$ cat config.mk
export PLATFORM = sky130hd
export DESIGN_NAME = pc_unit
export DESIGN_NICKNAME = d
export VERILOG_FILES = /design/src/rtl/pc_pkg.sv /design/src/rtl/pc_next_sel.sv /design/src/rtl/pc_unit.sv
export SDC_FILE = /design/constraint.sdc
export NUM_CORES = 1
export LEC_CHECK = 0
export ABC_AREA = 1
export CAP_MARGIN = 20
export CORE_MARGIN = 2
export CORE_UTILIZATION = 51
export CTS_BUF_LIST = sky130_fd_sc_hd__clkbuf_2 sky130_fd_sc_hd__clkbuf_4 sky130_fd_sc_hd__clkbuf_8
export DETAILED_ROUTE_END_ITERATION = 8
export PLACE_DENSITY = 0.85
export SLEW_MARGIN = 5
export SYNTH_ARGS = -nofsm -noshare
export SYNTH_HDL_FRONTEND = slang
export SYNTH_SLANG_ARGS = --single-unit
$ cat constraint.sdc
create_clock -name clk -period 2.8 [get_ports clk]
set_clock_uncertainty 0.15 [all_clocks]
set_input_delay 0.84 -clock clk [delete_from_list [all_inputs] [get_ports clk]]
set_output_delay 0.84 -clock clk [all_outputs]
set_load 0.05 [all_outputs]
$ cat src/rtl/pc_pkg.sv
// Shared types and default widths for the program-counter unit.
package pc_pkg;

    localparam int unsigned XLEN_DEF        = 32;
    localparam int unsigned INSTR_BYTES_DEF = 4;

    typedef enum logic [1:0] {
        BOOT = 2'd0,
        RUN  = 2'd1,
        HALT = 2'd2
    } pc_state_e;

    typedef enum logic [1:0] {
        SEQ    = 2'd0,
        BRANCH = 2'd1,
        JUMP   = 2'd2,
        HOLD   = 2'd3
    } pc_src_e;

endpackage : pc_pkg

$ cat src/rtl/pc_next_sel.sv
// Next-PC priority mux and adders; handles misaligned redirect targets.
// Define PC_MISALIGN_TRAP_EN to divert misaligned targets to TRAP_VEC instead of aligning them.
module pc_next_sel import pc_pkg::*; #(
    parameter int unsigned     XLEN        = XLEN_DEF,
    parameter int unsigned     INSTR_BYTES = INSTR_BYTES_DEF,
    parameter logic [XLEN-1:0] TRAP_VEC    = XLEN'(32'h0000_0100)
) (
    input  logic                   clk_unused_i,
    input  logic [XLEN-1:0]        pc_i,
    input  logic                   run_i,
    input  logic                   finish_i,
    input  logic                   stall_i,
    input  logic                   jump_i,
    input  logic [XLEN-1:0]        jump_target_i,
    input  logic                   branch_i,
    input  logic signed [XLEN-1:0] branch_offset_i,
    output logic [XLEN-1:0]        pc_next_o,
    output pc_src_e                src_o,
    output logic                   misalign_o
);

`ifdef PC_MISALIGN_TRAP_EN
    localparam bit TRAP_EN = 1'b1;
`else
    localparam bit TRAP_EN = 1'b0;
`endif

    localparam logic [XLEN-1:0] LOW_MASK = XLEN'(INSTR_BYTES - 1);

    logic [XLEN-1:0] target;
    logic            redirect;
    logic            unused_clk;

    assign unused_clk = clk_unused_i;

    // Priority: finish/stall hold, then jump, branch, sequential.
    always_comb begin
        pc_next_o  = pc_i;
        src_o      = HOLD;
        misalign_o = 1'b0;
        target     = '0;
        redirect   = 1'b0;

        if (run_i && !finish_i && !stall_i) begin
            if (jump_i) begin
                target   = jump_target_i;
                redirect = 1'b1;
                src_o    = JUMP;
            end else if (branch_i) begin
                target   = pc_i + $unsigned(branch_offset_i);
                redirect = 1'b1;
                src_o    = BRANCH;
            end else begin
                pc_next_o = pc_i + XLEN'(INSTR_BYTES);
                src_o     = SEQ;
            end
        end

        if (redirect) begin
            if (TRAP_EN && ((target & LOW_MASK) != '0)) begin
                pc_next_o  = TRAP_VEC;
                misalign_o = 1'b1;
            end else begin
                pc_next_o = target & ~LOW_MASK;
            end
        end
    end

endmodule : pc_next_sel

$ cat src/rtl/pc_unit.sv
// Program counter with BOOT/RUN/HALT sequencing; optional misaligned-redirect trap
// selected by PC_MISALIGN_TRAP_EN.
module pc_unit import pc_pkg::*; #(
    parameter int unsigned     XLEN        = XLEN_DEF,
    parameter logic [XLEN-1:0] RESET_VEC   = '0,
    parameter int unsigned     INSTR_BYTES = INSTR_BYTES_DEF,
    parameter logic [XLEN-1:0] TRAP_VEC    = XLEN'(32'h0000_0100)
) (
    input  logic                   clk,
    input  logic                   reset,
    input  logic                   stall,
    input  logic                   finish_flag,
    input  logic                   branch,
    input  logic signed [XLEN-1:0] branch_offset,
    input  logic                   jump,
    input  logic [XLEN-1:0]        jump_target,
    output logic signed [XLEN-1:0] pc_reg,
    output logic [XLEN-1:0]        pc_seq,
    output logic                   pc_valid,
    output logic                   halted,
    output logic                   misalign_err
);

    pc_state_e       state_q, state_d;
    logic [XLEN-1:0] pc_q, pc_d;
    logic            valid_q, valid_d;
    logic            halted_q, halted_d;
    logic            misalign_q, misalign_d;

    logic [XLEN-1:0] pc_next;
    pc_src_e         src;
    logic            misalign;

    pc_next_sel #(
        .XLEN        (XLEN),
        .INSTR_BYTES (INSTR_BYTES),
        .TRAP_VEC    (TRAP_VEC)
    ) u_next_sel (
        .clk_unused_i    (clk),
        .pc_i            (pc_q),
        .run_i           (state_q == RUN),
        .finish_i        (finish_flag),
        .stall_i         (stall),
        .jump_i          (jump),
        .jump_target_i   (jump_target),
        .branch_i        (branch),
        .branch_offset_i (branch_offset),
        .pc_next_o       (pc_next),
        .src_o           (src),
        .misalign_o      (misalign)
    );

    always_ff @(posedge clk or posedge reset) begin
        if (reset) begin
            state_q    <= BOOT;
            pc_q       <= RESET_VEC;
            valid_q    <= 1'b0;
            halted_q   <= 1'b0;
            misalign_q <= 1'b0;
        end else begin
            state_q    <= state_d;
            pc_q       <= pc_d;
            valid_q    <= valid_d;
            halted_q   <= halted_d;
            misalign_q <= misalign_d;
        end
    end

    // BOOT lasts one cycle; HALT is left only through reset.
    always_comb begin
        state_d    = state_q;
        pc_d       = pc_q;
        valid_d    = 1'b0;
        halted_d   = 1'b0;
        misalign_d = 1'b0;

        case (state_q)
            BOOT:    state_d = RUN;
            RUN:     if (finish_flag) state_d = HALT;
            HALT:    state_d = HALT;
            default: state_d = BOOT;
        endcase

        if (src != HOLD) pc_d = pc_next;

        valid_d    = (state_d == RUN);
        halted_d   = (state_d == HALT);
        misalign_d = misalign;
    end

    assign pc_reg       = pc_q;
    assign pc_seq       = pc_q + XLEN'(INSTR_BYTES);
    assign pc_valid     = valid_q;
    assign halted       = halted_q;
    assign misalign_err = misalign_q;

endmodule : pc_unit

==> results.sh, run 1 <==
export IMPL_ys_async_sr_fraction_pct=100
export IMPL_rows=35
export IMPL_firstError="[ERROR GRT-0232] Routing congestion too high. Check the congestion heatmap in the GUI."
export IMPL_synthCells=886
export IMPL_cts_sinks=34
export IMPL_synth_seq_cells=34
export IMPL_syn_area_per_cell_sq_um=5.46
export IMPL_port_buffers=127
export IMPL_gp_congestion=0.965
export IMPL_die_h_um=101
export IMPL_cts_hold_buf=0
export IMPL_crit_endpoint="pc_seq[18]"
export IMPL_synth_top_area_share_pct=29.2
export IMPL_place_inst=1212
export IMPL_grt_max_degree=35
export IMPL_numCtsBuffers=5
export IMPL_htreeDepth=2
export IMPL_status="did not finish"
export IMPL_synth_top_area_cell="nand2_1"
export IMPL_failed_stage="5_1_grt"
export IMPL_synthDistinctLibCells=34
export IMPL_yosysWarnings=0
export IMPL_ys_flop_type="dfrtp_1"
export IMPL_hpwl_mm=15.2
export IMPL_grt_ovfl_total=1
export IMPL_cts_root_buf="clkbuf_8"
export IMPL_synth_edf_count=0
export IMPL_endpoint_type="primary output"
export IMPL_dieWidth_um=101
export IMPL_io_pins=137
export IMPL_start_util_pct=52.4
export IMPL_dpl_worst_slack_ns=-0.282
export IMPL_cts_buffer_depth=2
export IMPL_track_usage_pct=70.5
export IMPL_netlist_area_sq_mm=0.00484
export IMPL_seq_area_frac_synth_pct=17.6
export IMPL_synthTopCellsByArea="nand2_1 29%, dfrtp_1 18%, inv_1 10%, ha_1 7.8%, nand3_1 5.6%"
[logic make-up after synthesis]
family                   count (synthesis)  share of synthesized area [%]
AO/OA/AOI/OAI                           89                           9.85
XOR/XNOR                                24                           4.50
other                                    1                         0.0775
buffers and inverters                  157                           12.9
flip-flops                              34                           17.6
adder cells (fa/ha/maj)                 30                           7.76
AND/OR/NAND/NOR                        551                           47.3
[per-layer routing]
layer	track usage [%]	GRT overflow
met1	71.2	0
met4	66.3	0
met3	52.7	0
met5	20.7	0
met2	90.2	1
[stage by stage]
| step | cell area, sq um | utilization (%) |
|---|---|---|
| after floorplan | 5070 | - |
| after global placement | 7320 | 79.2 |
| after detailed placement | 7320 | 79.2 |
| after CTS | 7930 | 85.8 |
[Yosys cell counts, types with 3 or more instances]
cell type / n
xor2_1: 18
nand3b_1: 6
buf_4: 5
dfrtp_1: 34
o21ai_0: 33
nor2_4: 3
nor2_1: 71
a22oi_1: 3
a21oi_1: 42
nor3_1: 12
nor3_2: 6
inv_1: 134
or2_2: 3
clkbuf_1: 6
nand3_1: 54
inv_2: 4
nand2_1: 376
nand2_2: 4
o22ai_1: 3
buf_2: 7
and2_1: 4
nor2_2: 3
ha_1: 30
nand4_1: 9
xnor2_1: 5
[what timing repair did]
item | in CTS
hold endpoints to repair | 0
setup endpoints to repair | 22
setup buffers | 43
pin swaps | 21
gates resized for setup | 44
==> run 2, diff against run 1 <==
- CORE_UTILIZATION: 51 -> 40
- CTS_BUF_LIST: sky130_fd_sc_hd__clkbuf_2 sky130_fd_sc_hd__clkbuf_4 sky130_fd_sc_hd__clkbuf_8 -> unset
- PLACE_DENSITY: 0.85 -> unset
- PLACE_DENSITY_LB_ADDON: unset -> 0.15
==> run 2 against run 1 <==
The flow now finishes, with violations (setup timing); synthesized cell count unchanged; synthesized area is the same.
==> results.sh, run 2 <==
export IMPL_wl_mm=20.4
export IMPL_min_period_ns=2.95
export IMPL_finalSetupViolCount=15
export IMPL_synth_top_family_by_area="simple AND/OR/NAND/NOR gates"
export IMPL_grt_pass1_vias=6066
export IMPL_grt_max_degree=35
export IMPL_drt_iter0_drc=606
export IMPL_synth_compound_area_share_pct=9.85
export IMPL_finalWorstSetupSlack_ns=-0.149
export IMPL_hpwl_mm=15.7
export IMPL_synthTopCellsByArea="nand2_1 29%, dfrtp_1 18%, inv_1 10%, ha_1 7.8%, nand3_1 5.6%"
export IMPL_cts_buffer_depth=2
export IMPL_gp_congestion=0.941
export IMPL_fmaxAchievable_mhz=339
export IMPL_grt_use_met2_pct=49.5
export IMPL_track_usage_pct=30.1
export IMPL_die_h_um=114
export IMPL_worst_slew_pin_transition_ns=0.514
export IMPL_synthDistinctLibCells=34
export IMPL_layout_common_cells="344 x nand2_1, 130 x inv_1, 128 x buf_4"
export IMPL_synth_seq_cells=34
export IMPL_remaining_drc_errors=0
export IMPL_htreeDepth=2
export IMPL_synthAdderAreaFrac_pct=7.76
export IMPL_antenna_found_initial=0
export IMPL_power_density_mw_per_mm2=1200
export IMPL_yosysMostFrequentCell="nand2_1"
export IMPL_ys_async_sr_fraction_pct=100
export IMPL_clock_latency_ns=0.28
export IMPL_drv_cap=0
export IMPL_worstPathArrival_ns=1.96
export IMPL_cts_root_buf="clkbuf_16"
export IMPL_status="finished with violations"
export IMPL_violations="setup timing"
export IMPL_clk_pin_slew_ns=0.06
export IMPL_start_util_pct=40.6
export IMPL_cts_sinks=34
export IMPL_numCtsBuffers=5
export IMPL_area_growth_pct=76.3
export IMPL_grt_busiest_layer="met2"
export IMPL_synth_mux_area_share_pct=0
export IMPL_yosys_area_share_simple_pct=47.3
export IMPL_netlist_area_sq_mm=0.00484
export IMPL_layout_nets=1237
export IMPL_synth_edf_count=0
export IMPL_syn_area_per_cell_sq_um=5.46
export IMPL_worst_setup_path_end_kind="output port"
export IMPL_final_common_cell="nand2_1"
export IMPL_hp_class="reg2reg"
export IMPL_required_ns=1.81
export IMPL_critPathMaxFanout=4
export IMPL_dr_pass1_iters=6
export IMPL_die_area_sq_mm=0.0130
export IMPL_drive_gt1_share_pct=30.0
export IMPL_ir_drop_uv=981
export IMPL_diodes=0
export IMPL_synth_xor_xnor_area_share_pct=4.50
export IMPL_hold_viol_final=0
export IMPL_vias=6429
export IMPL_synth_top_area_share_pct=29.2
export IMPL_yosysWarnings=0
export IMPL_final_util_pct=71.6
export IMPL_rows=40
export IMPL_grt_ovfl_total=0
export IMPL_seq_area_frac_synth_pct=17.6
export IMPL_rsz0062_at_grt="true"
export IMPL_io_pins=137
export IMPL_grt_pass1_wl_mm=30.6
export IMPL_start_kind="flip-flop"
export IMPL_dpl_worst_slack_ns=-0.311
export IMPL_p_leak_nw=4.38
export IMPL_routedWlPerCell_um=15.8
export IMPL_period_share_pct=105
export IMPL_cts_tree="done"
export IMPL_ant_nets=0
export IMPL_synthCells=886
export IMPL_synth_commonest_cells="376 x nand2_1, 134 x inv_1, 71 x nor2_1"
export IMPL_maxSlewViolCount=0
export IMPL_core_sq_mm=0.0119
export IMPL_synth_top_area_cell="nand2_1"
export IMPL_port_buffers=127
export IMPL_use_met1_pct=42.9
export IMPL_dieWidth_um=114
export IMPL_slew_headroom_pct=65.6
export IMPL_ys_flop_type="dfrtp_1"
export IMPL_met3_usage_pct=2.87
export IMPL_largest_reg_flops=30
export IMPL_vias_per_cell=5.00
export IMPL_path_class="reg2out"
[run 2: power by group]
part | internal [W] | switching, W
registers | 0.000767 | 0.000358
clock network | 0.000403 | 0.000212
logic | 0.00356 | 0.00496
[run 2: routing by layer]
metal	vias to the layer above	part of all wire [%]
met1	2934	45
met5	-	0
met3	28	6.0
li1	3251	-
met2	216	47
met4	0	1.8
[run 2: worst paths after layout]
kind	start	endpoint	slack, ns	cells past startpoint
worst max-delay path	pc_reg[6]	pc_seq[25]	-0.15	7
worst min-delay path	state_q[1]	pc_valid	0.36	1
worst max register to register	pc_reg[8]	pc_reg[28]	0.37	14
worst min register to register	state_q[1]	pc_valid	0.36	1
max in group asynchronous	reset	pc_reg[11]	1.32	3
min in group asynchronous	reset	pc_reg[31]	0.81	3
[run 2: cells by family after synthesis]
| kind of cell | count (synthesis) |
|---|---|
| buf+inv | 157 |
| simple gates | 551 |
| xor+xnor | 24 |
| compound gates | 89 |
| other cells | 1 |
| fa+ha+maj | 30 |
| flops | 34 |
[run 2: worst max-delay path, cell delays in order, from the launching register on]
cell and delay [ns]:
dfrtp_2 0.41, nand2_1 0.16, nor3_4 0.28, nand2_4 0.13
nor3_2 0.18, buf_4 0.16, xor2_4 0.19, buf_12 0.16
[run 2: area by class of cell]
| type | count | area, sq um |
|---|---|---|
| inverters | 138 | 518 |
| multi-input cells | 699 | 4230 |
| fillers | 1000 | 3380 |
| repair buffers | 259 | 2560 |
| flip-flops and latches | 34 | 880 |
| clock buffers | 8 | 166 |
| well taps | 147 | 184 |
[run 2: timing repair]
action                     4_1_cts  5_1_grt
setup buffers                   30       11
resized for setup               33      118
pin swaps                       17       30
hold buffers                     0        0
setup endpoints to repair       26       45
[run 2: per-stage QoR]
step | TNS (ns) | instances | cell area, sq um | power (W) | hold WS, ns
finish | -1.08 | 1285 | 8530 | 0.0103 | 0.362
global route | -2.48 | 1285 | 8530 | 0.0109 | 0.389
CTS | -0.171 | 1274 | 7890 | 0.00947 | 0.364
detailed placement | -5.37 | 1236 | 7360 | 0.00844 | 0.356
global placement | -5.06 | 1236 | 7360 | 0.00840 | 0.349
floorplan | -0.0712 | 890 | 5070 | 0.00537 | 0.311
Power figures use the tool's default switching activity.
==> run 3, diff against run 2 <==
- clock period: 2.8 -> 2.5 ns (I/O delays scaled with it)
==> run 3 against run 2 <==
The flow still finishes with violations (setup timing); sequential power up 12%; setup slack worse by 0.31 ns; first-iteration DRC count up 7.8%; critical path type unchanged; largest cell class unchanged; largest power group unchanged.
==> results.sh, run 3 (same netlist as run 2, synthesis figures left out) <==
export IMPL_violations="setup timing"
export IMPL_finalSetupViolCount=28
export IMPL_required_ns=1.60
export IMPL_diodes=0
export IMPL_gp_congestion=0.964
export IMPL_routedWlPerCell_um=17.6
export IMPL_min_period_ns=2.96
export IMPL_layout_nets=1293
export IMPL_antenna_found_initial=0
export IMPL_dieWidth_um=114
export IMPL_cts_sinks=34
export IMPL_cts_tree="done"
export IMPL_power_density_mw_per_mm2=1350
export IMPL_grt_pass1_vias=6707
export IMPL_track_usage_pct=33.0
export IMPL_wl_mm=23.6
export IMPL_fmaxAchievable_mhz=338
export IMPL_cts_root_buf="clkbuf_16"
export IMPL_ant_nets=0
export IMPL_htreeDepth=2
export IMPL_core_sq_mm=0.0119
export IMPL_final_common_cell="nand2_1"
export IMPL_grt_max_degree=35
export IMPL_finalWorstSetupSlack_ns=-0.457
export IMPL_grt_ovfl_total=0
export IMPL_dr_pass1_iters=8
export IMPL_slew_headroom_pct=66.4
export IMPL_clk_pin_slew_ns=0.06
export IMPL_ir_drop_uv=1190
export IMPL_worstPathArrival_ns=2.06
export IMPL_numCtsBuffers=5
export IMPL_die_h_um=114
export IMPL_critPathMaxFanout=4
export IMPL_remaining_drc_errors=0
export IMPL_vias_per_cell=5.36
export IMPL_vias=7194
export IMPL_power_w=0.0128
export IMPL_drive_gt1_share_pct=41.3
export IMPL_clock_latency_ns=0.29
export IMPL_port_buffers=127
export IMPL_hpwl_mm=16.4
export IMPL_die_area_sq_mm=0.0130
export IMPL_cts_buffer_depth=2
export IMPL_layout_common_cells="315 x nand2_1, 202 x buf_4, 127 x inv_1"
export IMPL_dpl_worst_slack_ns=-0.498
export IMPL_drt_iter0_drc=653
export IMPL_area_growth_pct=96.5
export IMPL_io_pins=137
export IMPL_fill_cells=793
export IMPL_hp_class="reg2reg"
export IMPL_drv_cap=0
export IMPL_start_util_pct=40.6
export IMPL_status="finished with violations"
export IMPL_largest_reg_flops=30
export IMPL_period_share_pct=118
export IMPL_hold_viol_final=0
export IMPL_maxSlewViolCount=0
export IMPL_grt_pass1_wl_mm=33.5
export IMPL_rsz0062_at_grt="true"
export IMPL_path_class="reg2out"
export IMPL_start_kind="flip-flop"
export IMPL_p_leak_nw=4.91
export IMPL_worst_setup_path_end_kind="output port"
export IMPL_worst_slew_pin_transition_ns=0.502
export IMPL_rows=40
[run 3: worst paths after layout]
check / from / end / slack [ns] / depth (start not counted)
max reg2reg: pc_reg[7] / pc_reg[31] / -0.11 / 17
min reg2reg: state_q[1] / pc_valid / 0.35 / 1
min: state_q[1] / pc_valid / 0.35 / 1
max in group asynchronous: reset / pc_reg[25] / 1.08 / 3
max: pc_reg[6] / pc_seq[18] / -0.46 / 8
min in group asynchronous: reset / pc_reg[26] / 0.73 / 3
[run 3: metrics by stage]
step           cell area, sq um  TNS [ns]  hold slack [ns]  util (%)  std cells
4_1_cts                    8860     -4.61            0.345      74.3       1320
6_report                   9510     -8.03            0.348      79.8       1341
3_3_place_gp               7960    -10.04            0.338      66.8       1289
2_1_floorplan              5280     -1.55            0.311         -        890
5_1_grt                    9510     -9.16            0.379      79.8       1341
3_5_place_dp               7960    -11.36            0.336      66.8       1289
[run 3: where the power goes]
part	switching (W)	leakage (nW)	internal, W
logic	0.00628	4.46	0.00464
clock network	0.000256	0.0739	0.000396
registers	0.000403	0.381	0.000870
total	0.00694	4.91	0.00591
[run 3: final cells by class]
cell class                      instances  area, sq um  share of cell area [%]
Tap cell                              147          184                    1.93
Sequential cell                        34          888                    9.34
Timing Repair Buffer                  315         3010                    31.7
Clock buffer                            7          143                    1.50
Clock inverter                          1         5.00                  0.0526
Multi-Input combinational cell        699         4760                    50.0
Inverter                              138          518                    5.45
[run 3: per-layer routing]
metal	wire length [um]	vias up	global-route usage, %
li1	-	3363	-
met4	1240	0	12.4
met3	1910	113	4.36
met1	9240	3319	43.7
met2	11200	399	55.2
met5	0	-	0
[run 3: critical path, stage by stage (launching register included)]
cell     delay (ns)
dfrtp_2        0.43
nand2_2        0.10
nor3_4         0.32
nand2_4        0.14
nor2_4         0.21
inv_2          0.07
nor2_4         0.14
xor2_4         0.21
buf_12         0.16
[run 3: repair_timing]
item,in CTS,in global routing
setup buffers,24,24
gates cloned,0,0
resized for setup,119,125
pin swaps,30,56
endpoints found under the setup margin,51,49
hold buffers,0,0
==> run 4, diff against run 3 <==
- SYNTH_HIERARCHICAL: unset -> 1
==> run 4 against run 3 <==
The run still ends with setup timing left; cell count up 15%; maximum frequency is 7.4% higher; non-clock buffer count fell by 24; register-to-register slack better by 0.02 ns; design area grew 12%; via count up 11%; utilization is 6.6 points lower; sequential share of layout area shrank 0.37 points; highest routed layer unchanged.
==> results.sh, run 4 <==
export IMPL_layout_nets=1462
export IMPL_drt_iter0_drc=577
export IMPL_synthCells=1082
export IMPL_ant_nets=0
export IMPL_slew_headroom_pct=63.4
export IMPL_track_usage_pct=27.9
export IMPL_power_density_mw_per_mm2=1100
export IMPL_grt_pass1_vias=7476
export IMPL_worstPathArrival_ns=1.85
export IMPL_largest_reg_flops=32
export IMPL_wl_mm=23.8
export IMPL_finalWorstSetupSlack_ns=-0.253
export IMPL_synthTopCellsByArea="nand2_1 27%, dfrtp_1 15%, inv_1 11%, ha_1 6.7%, nor2_1 5.6%"
export IMPL_synth_top_area_share_pct=27.2
export IMPL_numCtsBuffers=5
export IMPL_final_common_cell="nand2_1"
export IMPL_diodes=0
export IMPL_netlist_area_sq_mm=0.00598
export IMPL_dr_pass1_iters=7
export IMPL_seq_area_frac_synth_pct=15.5
export IMPL_crit_chain="buf_6, clkinvlp_4, nor2_8, nand2_8, nor2_4, nand2_1, nand2_2, nand2_4, buf_12"
export IMPL_dieWidth_um=126
export IMPL_yosysMostFrequentCell="nand2_1"
export IMPL_rsz0062_at_grt="true"
export IMPL_finalSetupViolCount=31
export IMPL_cts_sinks=37
export IMPL_remaining_drc_errors=0
export IMPL_layout_common_cells="308 x nand2_1, 176 x buf_4, 159 x inv_1"
export IMPL_maxSlewViolCount=0
export IMPL_hpwl_mm=17.8
export IMPL_violations="setup timing"
export IMPL_port_buffers=134
export IMPL_instances_no_fill=1545
export IMPL_syn_nets=1184
export IMPL_min_period_ns=2.75
export IMPL_grt_max_degree=38
export IMPL_worst_slew_pin_transition_ns=0.544
export IMPL_drv_cap=0
export IMPL_tns_ns=-4.87
export IMPL_drive_gt1_share_pct=43.5
export IMPL_path_class="reg2out"
export IMPL_synth_top_area_cell="nand2_1"
export IMPL_vias_per_cell=5.15
export IMPL_ys_async_sr_fraction_pct=100
export IMPL_synthDistinctLibCells=41
export IMPL_routedWlPerCell_um=15.4
export IMPL_grt_pass1_wl_mm=36.1
export IMPL_hp_class="reg2reg"
export IMPL_synth_commonest_cells="433 x nand2_1, 172 x inv_1, 89 x nor2_1"
export IMPL_rows=44
export IMPL_cts_root_buf="clkbuf_16"
export IMPL_p_leak_nw=5.31
export IMPL_yosysWarnings=6
export IMPL_cts_buffer_depth=2
export IMPL_io_pins=137
export IMPL_htreeDepth=2
export IMPL_worst_setup_path_end_kind="output port"
export IMPL_area_growth_pct=78.7
export IMPL_antenna_found_initial=0
export IMPL_critPathMaxFanout=4
export IMPL_syn_area_per_cell_sq_um=5.53
export IMPL_place_inst=1499
export IMPL_cp_slowest_cell="dfrtp_4"
export IMPL_fmaxAchievable_mhz=363
export IMPL_hold_viol_final=0
export IMPL_synth_edf_count=0
export IMPL_start_util_pct=41.0
export IMPL_clock_latency_ns=0.29
export IMPL_cts_tree="done"
export IMPL_grt_ovfl_total=0
export IMPL_critPathMaxStageDelay_ns=0.45
export IMPL_die_area_sq_mm=0.0159
export IMPL_period_share_pct=110
export IMPL_ys_flop_type="dfrtp_1"
export IMPL_ir_drop_uv=1160
export IMPL_status="finished with violations"
export IMPL_start_kind="flip-flop"
export IMPL_required_ns=1.60
export IMPL_core_sq_mm=0.0146
export IMPL_vias=7962
export IMPL_clk_pin_slew_ns=0.06
export IMPL_synth_seq_cells=37
export IMPL_gp_congestion=0.934
export IMPL_die_h_um=126
-- run 4: cell types whose count changed in the layout (fill, tap and decap cells not counted), sizes merged, moves of 5 or more --
cell	before	now
a21oi	42	64
a22oi	3	8
buf	248	224
clkbuf	7	16
dlymetal6s2s	11	4
inv	138	174
mux2	0	14
nand2	380	444
nand3	54	67
nor2	77	111
nor3	18	10
-- run 4: path summary, 6_finish.rpt --
path	slack (ns)	startpoint	to	cells after the start
hold / removal	0.37	state_q[1]	pc_valid	1
max in group asynchronous	1.09	reset	pc_reg[24]	3
min in group asynchronous	0.73	reset	pc_reg[0]	3
setup reg to reg	-0.09	pc_reg[2]	pc_reg[18]	15
setup / recovery	-0.25	pc_reg[2]	pc_seq[29]	9
hold reg to reg	0.37	state_q[1]	pc_valid	1
-- run 4: what timing repair did --
action,CTS,global route
buffers inserted,22,17
resized for setup,160,215
endpoints found under the setup margin,56,59
pin swaps,34,95
hold buffers,0,0
-- run 4: metrics by stage --
stage | total power [W] | hold slack (ns) | setup slack (ns) | util [%] | area, sq um
final | 0.0117 | 0.367 | -0.253 | 73.3 | 10700
after global routing | 0.0124 | 0.390 | -0.336 | 73.3 | 10700
after CTS | 0.0108 | 0.374 | -0.248 | 68.2 | 9950
after detailed placement | 0.00911 | 0.358 | -0.643 | 61.5 | 8980
after global placement | 0.00903 | 0.344 | -0.602 | 61.5 | 8980
after floorplan | 0.00579 | 0.311 | -0.184 | - | 6340
-- run 4: cell families (layout without fill, tap and decap cells) --
kind of cell / after synthesis / count (layout) / share of synthesized area (%)
fa+ha+maj: 32 / 32 / 6.69
mux: 14 / 14 / 2.64
xor+xnor: 24 / 24 / 3.64
flops: 37 / 37 / 15.5
simple gates: 658 / 658 / 48.0
buf+inv: 195 / 474 / 12.5
other cells: 1 / 1 / 0.0627
compound gates: 121 / 121 / 11.0
-- run 4: worst max-delay path, delay by kind of cell, from the launching register on --
family / cells / cell delay [ns]
DFF: 1 / 0.45
and+or+nand+nor: 6 / 0.73
buffers and inverters: 3 / 0.38
-- run 4: final cells by class --
cell class                 instances  area, sq um
fill                            1136         3900
clock inverter                     1         30.0
tap                              184          230
inverter                         175          663
multi-input combinational        850         5880
sequential                        37          958
timing repair buffer             291         2790
clock buffer                       7          143
-- run 4: power breakdown --
part / internal, W / switching, W / total [W]
Combinational: 0.00413 / 0.00547 / 0.00961
Clock: 0.000499 / 0.000251 / 0.000749
Sequential: 0.000874 / 0.000508 / 0.00138
Total: 0.00551 / 0.00623 / 0.0117
-- run 4: metal layers --
metal,part of all wire [%],up-vias,track usage [%]
met1,40,3640,35.2
met3,6.9,55,4.85
li1,-,3937,-
met2,49,330,47.8
met4,3.9,0,10.7
met5,0,-,0
